==> config.mk <==
export PLATFORM = sky130hd
export DESIGN_NAME = seq_detector_1010
export DESIGN_NICKNAME = d
export VERILOG_FILES = /design/src/rtl/seq_det_pkg.sv /design/src/rtl/seq_detector_1010.sv
export SDC_FILE = /design/constraint.sdc
export NUM_CORES = 1
export LEC_CHECK = 0
export CORE_AREA = 4 4 41 43
export DETAILED_ROUTE_END_ITERATION = 10
export DIE_AREA = 0 0 45 47
export SKIP_LAST_GASP = 1
export SLEW_MARGIN = 0
export SYNTH_ARGS = -nofsm -noshare
export SYNTH_HDL_FRONTEND = slang
export SYNTH_SLANG_ARGS = --single-unit
==> constraint.sdc <==
create_clock -name clk -period 2.3 [get_ports clk]
set_input_delay 0.23 -clock clk [delete_from_list [all_inputs] [get_ports clk]]
set_output_delay 0.23 -clock clk [all_outputs]
set_load 0.02 [all_outputs]
==> src/rtl/seq_det_pkg.sv <==
// Shared types and constants for the 1010 serial pattern detector.
// Overlap behaviour is selected in seq_detector_1010 by the SEQDET_OVERLAP_EN macro.
package seq_det_pkg;

    typedef enum logic [1:0] {
        M_S0,
        M_S1,
        M_S2,
        M_S3
    } mealy_state_t;

    typedef enum logic [2:0] {
        P_S0,
        P_S1,
        P_S2,
        P_S3,
        P_DET
    } moore_state_t;

    // First-received bit is PATTERN[3].
    localparam logic [3:0] PATTERN = 4'b1010;

    typedef struct packed {
        mealy_state_t mealy;
        moore_state_t moore;
    } seq_det_dbg_t;

endpackage

==> src/rtl/seq_detector_1010.sv <==
// Detects 1010 on a serial input with a same-cycle Mealy flag and a registered Moore flag.
// Define SEQDET_OVERLAP_EN to let the trailing "10" of a match start the next one.
module seq_detector_1010
    import seq_det_pkg::*;
(
    input  logic         clk,
    input  logic         rst,
    input  logic         din,
    output logic         mealy_flag,
    output logic         moore_flag,
    output seq_det_dbg_t dbg
);

`ifdef SEQDET_OVERLAP_EN
    localparam mealy_state_t M_AFTER_MATCH = M_S2;
    localparam moore_state_t P_DET_ON_ONE  = P_S3;
`else
    localparam mealy_state_t M_AFTER_MATCH = M_S0;
    localparam moore_state_t P_DET_ON_ONE  = P_S1;
`endif

    mealy_state_t mealy_q, mealy_d;
    moore_state_t moore_q, moore_d;
    logic         moore_flag_q;

    // Mealy FSM: flag is decoded from state and the live input bit.
    always_comb begin
        mealy_d    = M_S0;
        mealy_flag = 1'b0;
        case (mealy_q)
            M_S0: mealy_d = (din == PATTERN[3]) ? M_S1 : M_S0;
            M_S1: mealy_d = (din == PATTERN[2]) ? M_S2 : M_S1;
            M_S2: mealy_d = (din == PATTERN[1]) ? M_S3 : M_S0;
            M_S3: begin
                if (din == PATTERN[0]) begin
                    mealy_flag = 1'b1;
                    mealy_d    = M_AFTER_MATCH;
                end else begin
                    mealy_d    = M_S1;
                end
            end
            default: mealy_d = M_S0;
        endcase
    end

    always_ff @(posedge clk or negedge rst) begin
        if (!rst) begin
            mealy_q <= M_S0;
        end else begin
            mealy_q <= mealy_d;
        end
    end

    // Moore FSM: unused encodings fall back to P_S0.
    always_comb begin
        moore_d = P_S0;
        case (moore_q)
            P_S0:    moore_d = (din == PATTERN[3]) ? P_S1 : P_S0;
            P_S1:    moore_d = (din == PATTERN[2]) ? P_S2 : P_S1;
            P_S2:    moore_d = (din == PATTERN[1]) ? P_S3 : P_S0;
            P_S3:    moore_d = (din == PATTERN[0]) ? P_DET : P_S1;
            P_DET:   moore_d = din ? P_DET_ON_ONE : P_S0;
            default: moore_d = P_S0;
        endcase
    end

    // The flag flop always mirrors (moore_q == P_DET) but is driven straight from a flop.
    always_ff @(posedge clk or negedge rst) begin
        if (!rst) begin
            moore_q      <= P_S0;
            moore_flag_q <= 1'b0;
        end else begin
            moore_q      <= moore_d;
            moore_flag_q <= (moore_d == P_DET);
        end
    end

    assign moore_flag = moore_flag_q;
    assign dbg.mealy  = mealy_q;
    assign dbg.moore  = moore_q;

endmodule

# Yosys cells after proc, flatten, opt, wreduce, memory -nomap -nowiden
# Index checks and enable logic that the tools add are counted.
# totals
mem_bits_rw	0
romBits	0
latchBits	0
regBits	6
output_inout_bits	7
elab_cells	26
memories	0
# op_classes
div	0
n_addsub	0
mux	11
shifts	0
n_mul	0
n_eq_ne	8
n_lt_le_gt_ge	0
n_reduce_logical	4
bitwise	0
# op_table
cell	count
$pmux 3 s4	1
$mux 2	4
$eq 3x2->1 const B	2
$eq 3x3->1 const B	2
$pmux 2 s3	1
$eq 2x2->1 const B	2
$mux 1	4
$reduce_or 2->1	2
$eq 3x1->1 const B	1
$logic_not 3->1	1
$mux 3	1
$eq 2x1->1 const B	1
$logic_not 2->1	1

# Depth between registers and ports, before layout
# Gate-level depths: netlist of the first run.
# logic_depth
word_depth	4
depth_mapped	4

# Worst setup path before layout of the first run
# Ideal clock, no wire load.
# synth_timing
path_type	register to register
start	reg mealy_q[0]
end	reg mealy_q[0]
t_arrival_ns	1.142
setup_time_ns	0.126
required_time_ns	2.174
path_slack_ns	1.032
stages_incl_launch_ff	4
n_path_buf	0
cell_sequence	dfrtp_1 -> inv_1 -> ha_1 -> o31a_2
# synth_via
elab_chain_cells	3
elab_cells_between_ends	6
cone_classes	eq/ne: 3; mux: 1; reduce/logical: 2
# synth_rtl
element	line	text
start, declared	seq_detector_1010.sv:22	mealy_state_t mealy_q, mealy_d;
start signal, assigned	seq_detector_1010.sv:50	mealy_q <= mealy_d;
$eq 2x2->1 or $logic_not 2->1 (tied branches)	seq_detector_1010.sv:30	case (mealy_q)
$reduce_or 2->1 (no line)	n/a	
$pmux 2 s3 (*)	seq_detector_1010.sv:30	
net mealy_d[0]	seq_detector_1010.sv:22	
# The timed path passes the listed nets; every way through them passes the cells marked *.

# Worst setup path after layout of the first run
# layout_timing
start	in din
end	out mealy_flag
# layout_via
elab_chain_cells	2
# layout_rtl
element	line	text
start, declared	seq_detector_1010.sv:8	input logic din,
$mux 1	seq_detector_1010.sv:35	if (din == PATTERN[0]) begin
$mux 1	seq_detector_1010.sv:30	
end, declared	seq_detector_1010.sv:9	output logic mealy_flag,
# No other way between the ends.

==> results of run 1 <==
## power by group through the flow
stage          sequential, mW  clock (mW)  combinational, mW
6_report                0.137      0.0986              0.104
5_1_grt                 0.140       0.114              0.114
4_1_cts                 0.137       0.105              0.107
3_5_place_dp            0.139           0              0.106
3_3_place_gp            0.136           0             0.0994
2_1_floorplan           0.154           0             0.0387
## worst paths after layout
| path | slack [ps] | cells after the start | start | end |
|---|---|---|---|---|
| max | 460 | 3 | din | mealy_flag |
| min | 230 | 1 | rst | mealy_q[1]$_DFF_PN0_ |
| max reg2reg | 1100 | 3 | mealy_q[0]$_DFF_PN0_ | mealy_q[0]$_DFF_PN0_ |
| min reg2reg | 520 | 1 | moore_q[2]$_DFF_PN0_ | moore_q[1]$_DFF_PN0_ |
| max in group asynchronous | 1840 | 1 | rst | moore_flag$_DFF_PN0_ |
| min in group clk | 520 | 1 | moore_q[2]$_DFF_PN0_ | moore_q[1]$_DFF_PN0_ |
## synth_stat cells
library cell / n
dfrtp_1: 6
ha_1: 3
inv_1: 3
and4bb_2: 2
nand3b_1: 2
o21ai_0: 2
a21oi_1: 1
and2_2: 1
and2b_2: 1
o31a_2: 1
or3b_1: 1
## stage by stage
stage,setup slack (ps),total power [mW],hold WS [ps],area [µm²]
4_1_cts,444.0,0.3495,225.5,420.4
6_report,457.2,0.3397,233.6,420.4
3_5_place_dp,444.5,0.2452,494.2,397.9
2_1_floorplan,1032,0.1927,-65.59,289.0
3_3_place_gp,468.1,0.2351,468.3,397.9
5_1_grt,403.8,0.3674,249.0,420.4
## flip-flops by register name, indices dropped and copies added, names as in the netlist
register	count
moore_q	3
mealy_q	2
moore_flag	1
## critical path: stages
cell	delay, ps
clkdlybuf4s50_1	530
and2b_2	260
clkdlybuf4s50_1	590
## per-layer routing
metal  routed length [µm]  vias up  track usage (%)
li1                     -      103                -
met2                  302       11            12.15
met3                   65        4            4.215
met1                  222      106            6.697
met4                   20        0            8.772
met5                    0        -                0
## kinds of logic after synthesis
group                    after synthesis  synth area share, %
AND/OR/NAND/NOR                        7                22.51
adder cells (fa/ha/maj)                3                12.99
flip-flops                             6                51.95
AO/OA/AOI/OAI                          4                8.657
buffers and inverters                  3                3.896
## area by class of cell
cell class	instances	area share [%]
clock buffers	3	5.357
inverters	3	2.679
multi-input cells	14	30.36
flip-flops and latches	6	35.71
well taps	15	4.464
repair buffers	9	21.43
==> impl_metrics.json, run 1 <==
{
  "status": "completed",
  "clockBufferDepth": 2,
  "slew_violations": 0,
  "cts.clk_slew.worst_paths_ps": 50,
  "finClkSkew_ps": 2.554,
  "initialDrtViolationCount": 0,
  "synth_top_area_share_pct": 51.95,
  "ios": 10,
  "switching_share_pct": 31.08,
  "place_congestion": 0.5960,
  "max-slew-margin-rel_pct": 80.25,
  "syn-num-nets": 29,
  "crit_path_end_kind": "output port",
  "postCtsSetupBuffers": 0,
  "cts-root-buf": "clkbuf_4",
  "grt-ovfl-total": 0,
  "hold_violations": 0,
  "grt_pass1_wl_mm": 1.048,
  "antenna_cells": 0,
  "drive_gt1_share_pct": 22.86,
  "p_clk_share_pct": 29.0,
  "post-route-period-util_pct": 80.12,
  "cts_hold_buffers": 0,
  "p_sw_uw": 105.6,
  "layout.area.seq_um2": 150.1,
  "die-area_um2": 2115,
  "post_synth_num_cell_types": 11,
  "die_width_um": 45,
  "worstMarginPinSlew_ps": 295.3,
  "cap_violations": 0,
  "dpl.hpwl_um": 468.1,
  "irDropWorstVdd_uv": 241.2,
  "grt_antenna_before_repair": 0,
  "dr.pass1.iters": 1,
  "h-tree-depth": 1,
  "max_freq_mhz": 542.7,
  "ys_seq_area_share_pct": 51.95,
  "cts.sinks": 6,
  "tritoncts": "built",
  "rows": 13,
  "yosys_warnings": 0,
  "die_h_um": 47,
  "final_cells": 50,
  "p_int_uw": 234.1,
  "final_common_cell": "clkdlybuf4s50_1",
  "synth_cells": 23,
  "drcViolationCount": 0,
  "p_leak_nw": 0.1864,
  "powerDensity_nw_per_um2": 808.0,
  "ys_top_cells_by_area": "dfrtp_1 (52%), ha_1 (13%), and4bb_2 (8.7%)",
  "grt_pass1_vias": 234,
  "dp.cells": 47,
  "path_max_fanout": 9,
  "combPwrFrac_pct": 30.7,
  "cts_made_buffers": 3,
  "crit_type": "in -> out",
  "final_cell_mix": "clkdlybuf4s50_1 (9), dfrtp_1 (6), inv_1 (3), ha_1 (3), clkbuf_4 (3)",
  "portBuffers": 9,
  "ys_ff_latch": 6,
  "p_seq_share_pct": 40.2,
  "post-route-util_pct": 32.31,
  "syn_area_um2": 289.0,
  "wl_per_cell_um": 12.20,
  "grtUsageTotal_pct": 7.784,
  "worstSkewPairLatency_ps": 250,
  "finalNetCount": 43,
  "arrival_ps": 1610,
  "cp-start-kind": "input port",
  "setup_tns_ps": 0,
  "num_vias": 224,
  "rsz0062_at_grt": "false",
  "synth.largest_area_cell": "dfrtp_1",
  "grt_max_degree": 10,
  "avgSynthCellArea_um2": 12.57,
  "vias_per_cell": 4.480,
  "num-fill-cells": 140,
  "wl_um": 610,
  "hp-class": "in -> async",
  "min_period_ps": 1843,
  "areaGrowthSynthToFinish_pct": 45.45,
  "ant_nets": 0,
  "ctsResizeCount": 0,
  "start_util_pct": 22.21,
  "worstPathRequired_ps": 2070,
  "multiInputGateArea_um2": 127.6,
  "setup_violations": 0,
  "core_area_um2": 1301
}
Note: power is estimated with default switching activity, not from simulation.
==> run 2: changes to the inputs <==
- clock period: 2.3 -> 1.53 ns (I/O delays scaled with it)
==> run 2 against run 1 <==
Effect of this change:
- clock skew down 1.3 ps
- power up 54%
- critical path depth down 1
- first-iteration DRC count up 1
- sequential share of layout area down 1.7 points
- largest power group unchanged
- global-route usage down 0.55 points
- sequential power up 45%
- critical endpoint is now dbg[3]
- utilization up 1.6 points
==> impl_metrics.json, run 2 (same netlist as run 1, synthesis figures left out) <==
{
  "cap_violations": 0,
  "r2r_cells": 4,
  "wl_per_cell_um": 11.15,
  "portBuffers": 9,
  "status": "completed",
  "initialDrtViolationCount": 1,
  "antenna_cells": 0,
  "crit_path_end_kind": "output port",
  "grt_max_degree": 9,
  "irDropWorstVdd_uv": 392.2,
  "worstMarginPinSlew_ps": 278.8,
  "start_util_pct": 22.21,
  "grt_pass1_vias": 232,
  "r2r_end": "mealy_q[0]$_DFF_PN0_",
  "r2r-start": "mealy_q[0]$_DFF_PN0_",
  "finClkSkew_ps": 1.273,
  "grtUsageTotal_pct": 7.234,
  "dr.pass1.iters": 2,
  "worst_slack_ps": 74.31,
  "final_common_cell": "clkdlybuf4s50_1",
  "hold_violations": 0,
  "cts.clk_slew.worst_paths_ps": 40,
  "hp-class": "in -> async",
  "cp-start-kind": "flop",
  "vias_per_cell": 4.132,
  "place_congestion": 0.6433,
  "rsz0062_at_grt": "false",
  "slew_violations": 0,
  "finalNetCount": 46,
  "areaGrowthSynthToFinish_pct": 52.81,
  "placed_cell_area_um2": 420.4,
  "num_vias": 219,
  "dpl.hpwl_um": 464.3,
  "final_cells": 53,
  "arrival_ps": 1300,
  "tritoncts": "built",
  "setup_violations": 0,
  "cts-root-buf": "clkbuf_4",
  "min_period_ps": 1456,
  "max-slew-margin-rel_pct": 81.36,
  "ios": 10,
  "final_cell_mix": "clkdlybuf4s50_1 (8), dfrtp_1 (6)",
  "die_width_um": 45,
  "design_area_um2": 441.7,
  "ant_nets": 0,
  "h-tree-depth": 1,
  "crit_type": "reg -> out",
  "die_h_um": 47,
  "rows": 13,
  "regMostFlops": "moore_q",
  "grt_antenna_before_repair": 0,
  "worstPathRequired_ps": 1380,
  "dp.cells": 50,
  "wl_um": 591,
  "grt-ovfl-total": 0,
  "post-route-period-util_pct": 95.14,
  "drive_gt1_share_pct": 28.95,
  "cts.sinks": 6,
  "die-area_um2": 2115,
  "path_max_fanout": 3,
  "cts_made_buffers": 3,
  "core_area_um2": 1301,
  "max_freq_mhz": 687.0,
  "grt_pass1_wl_um": 979,
  "drcViolationCount": 0,
  "post-route-util_pct": 33.94,
  "largest_register_ffs": 3,
  "p_leak_nw": 0.2060,
  "powerDensity_nw_per_um2": 1188,
  "dp_slack_ps": -11.35,
  "worstSkewPairLatency_ps": 240,
  "reg2reg_slack_ps": 300,
  "clockBufferDepth": 2
}
==> run 2: cell types whose count changed in the layout (fill, tap and decap cells not counted) <==
cell / before / now
buf_4: 0 / 3
clkdlybuf4s50_1: 9 / 8
dlygate4sd2_1: 0 / 1
==> run 2: worst max path at each step <==
stage | slack (ps) | endpoint | cells past startpoint | startpoint
detailed placement | -10 | mealy_flag | 3 | din
CTS | 50 | dbg[4] | 2 | mealy_q[1]$_DFF_PN0_
floorplan | 260 | mealy_q[0]$_DFF_PN0_ | 3 | mealy_q[0]$_DFF_PN0_
global route | 10 | dbg[1] | 1 | moore_q[1]$_DFF_PN0_
global placement | -10 | mealy_flag | 3 | din
finish | 70 | dbg[3] | 2 | mealy_q[0]$_DFF_PN0_
==> run 2: layer usage <==
layer  track usage [%]  share of wire [%]  up-vias  routed length [µm]
met2             10.45                 43        9                 257
met1             6.944                 48      100                 284
met5                 0                  0        -                   0
met3             4.598                8.3        0                  49
li1                  -                  -      110                   -
met4             7.018                  0        0                   0
==> run 2: metrics by stage <==
| stage | total power, mW | TNS (ps) | hold WS, ps |
|---|---|---|---|
| floorplan | 0.2897 | 0 | -142.6 |
| finish | 0.5248 | 0 | 156.2 |
| CTS | 0.5391 | 0 | 157.1 |
| detailed placement | 0.3906 | -11.35 | 422.0 |
| global placement | 0.3807 | -13.60 | 407.1 |
| global route | 0.5669 | 0 | 165.2 |
==> run 2: area by class of cell <==
cell class	instances	area (µm²)
repair buffers	12	111.4
clock buffers	3	22.52
flip-flops and latches	6	150.1
fillers	134	859.6
inverters	3	11.26
well taps	15	18.77
multi-input cells	14	127.6
==> run 2: timing repair <==
action	in CTS	in global routing
hold buffers	0	0
setup buffers	0	0
resized for setup	1	0
endpoints found under the setup margin	1	0
==> run 2: worst max-delay path: stages (launching register included) <==
cell	delay, ps
dfrtp_1	350
buf_4	120
clkdlybuf4s50_1	590
==> run 2: power by group <==
| group | switching [mW] | internal (mW) | leakage, nW |
|---|---|---|---|
| Clock | 0.0536 | 0.0885 | 0.0138 |
| Sequential | 0.0167 | 0.181 | 0.0778 |
| Combinational | 0.0849 | 0.0997 | 0.114 |
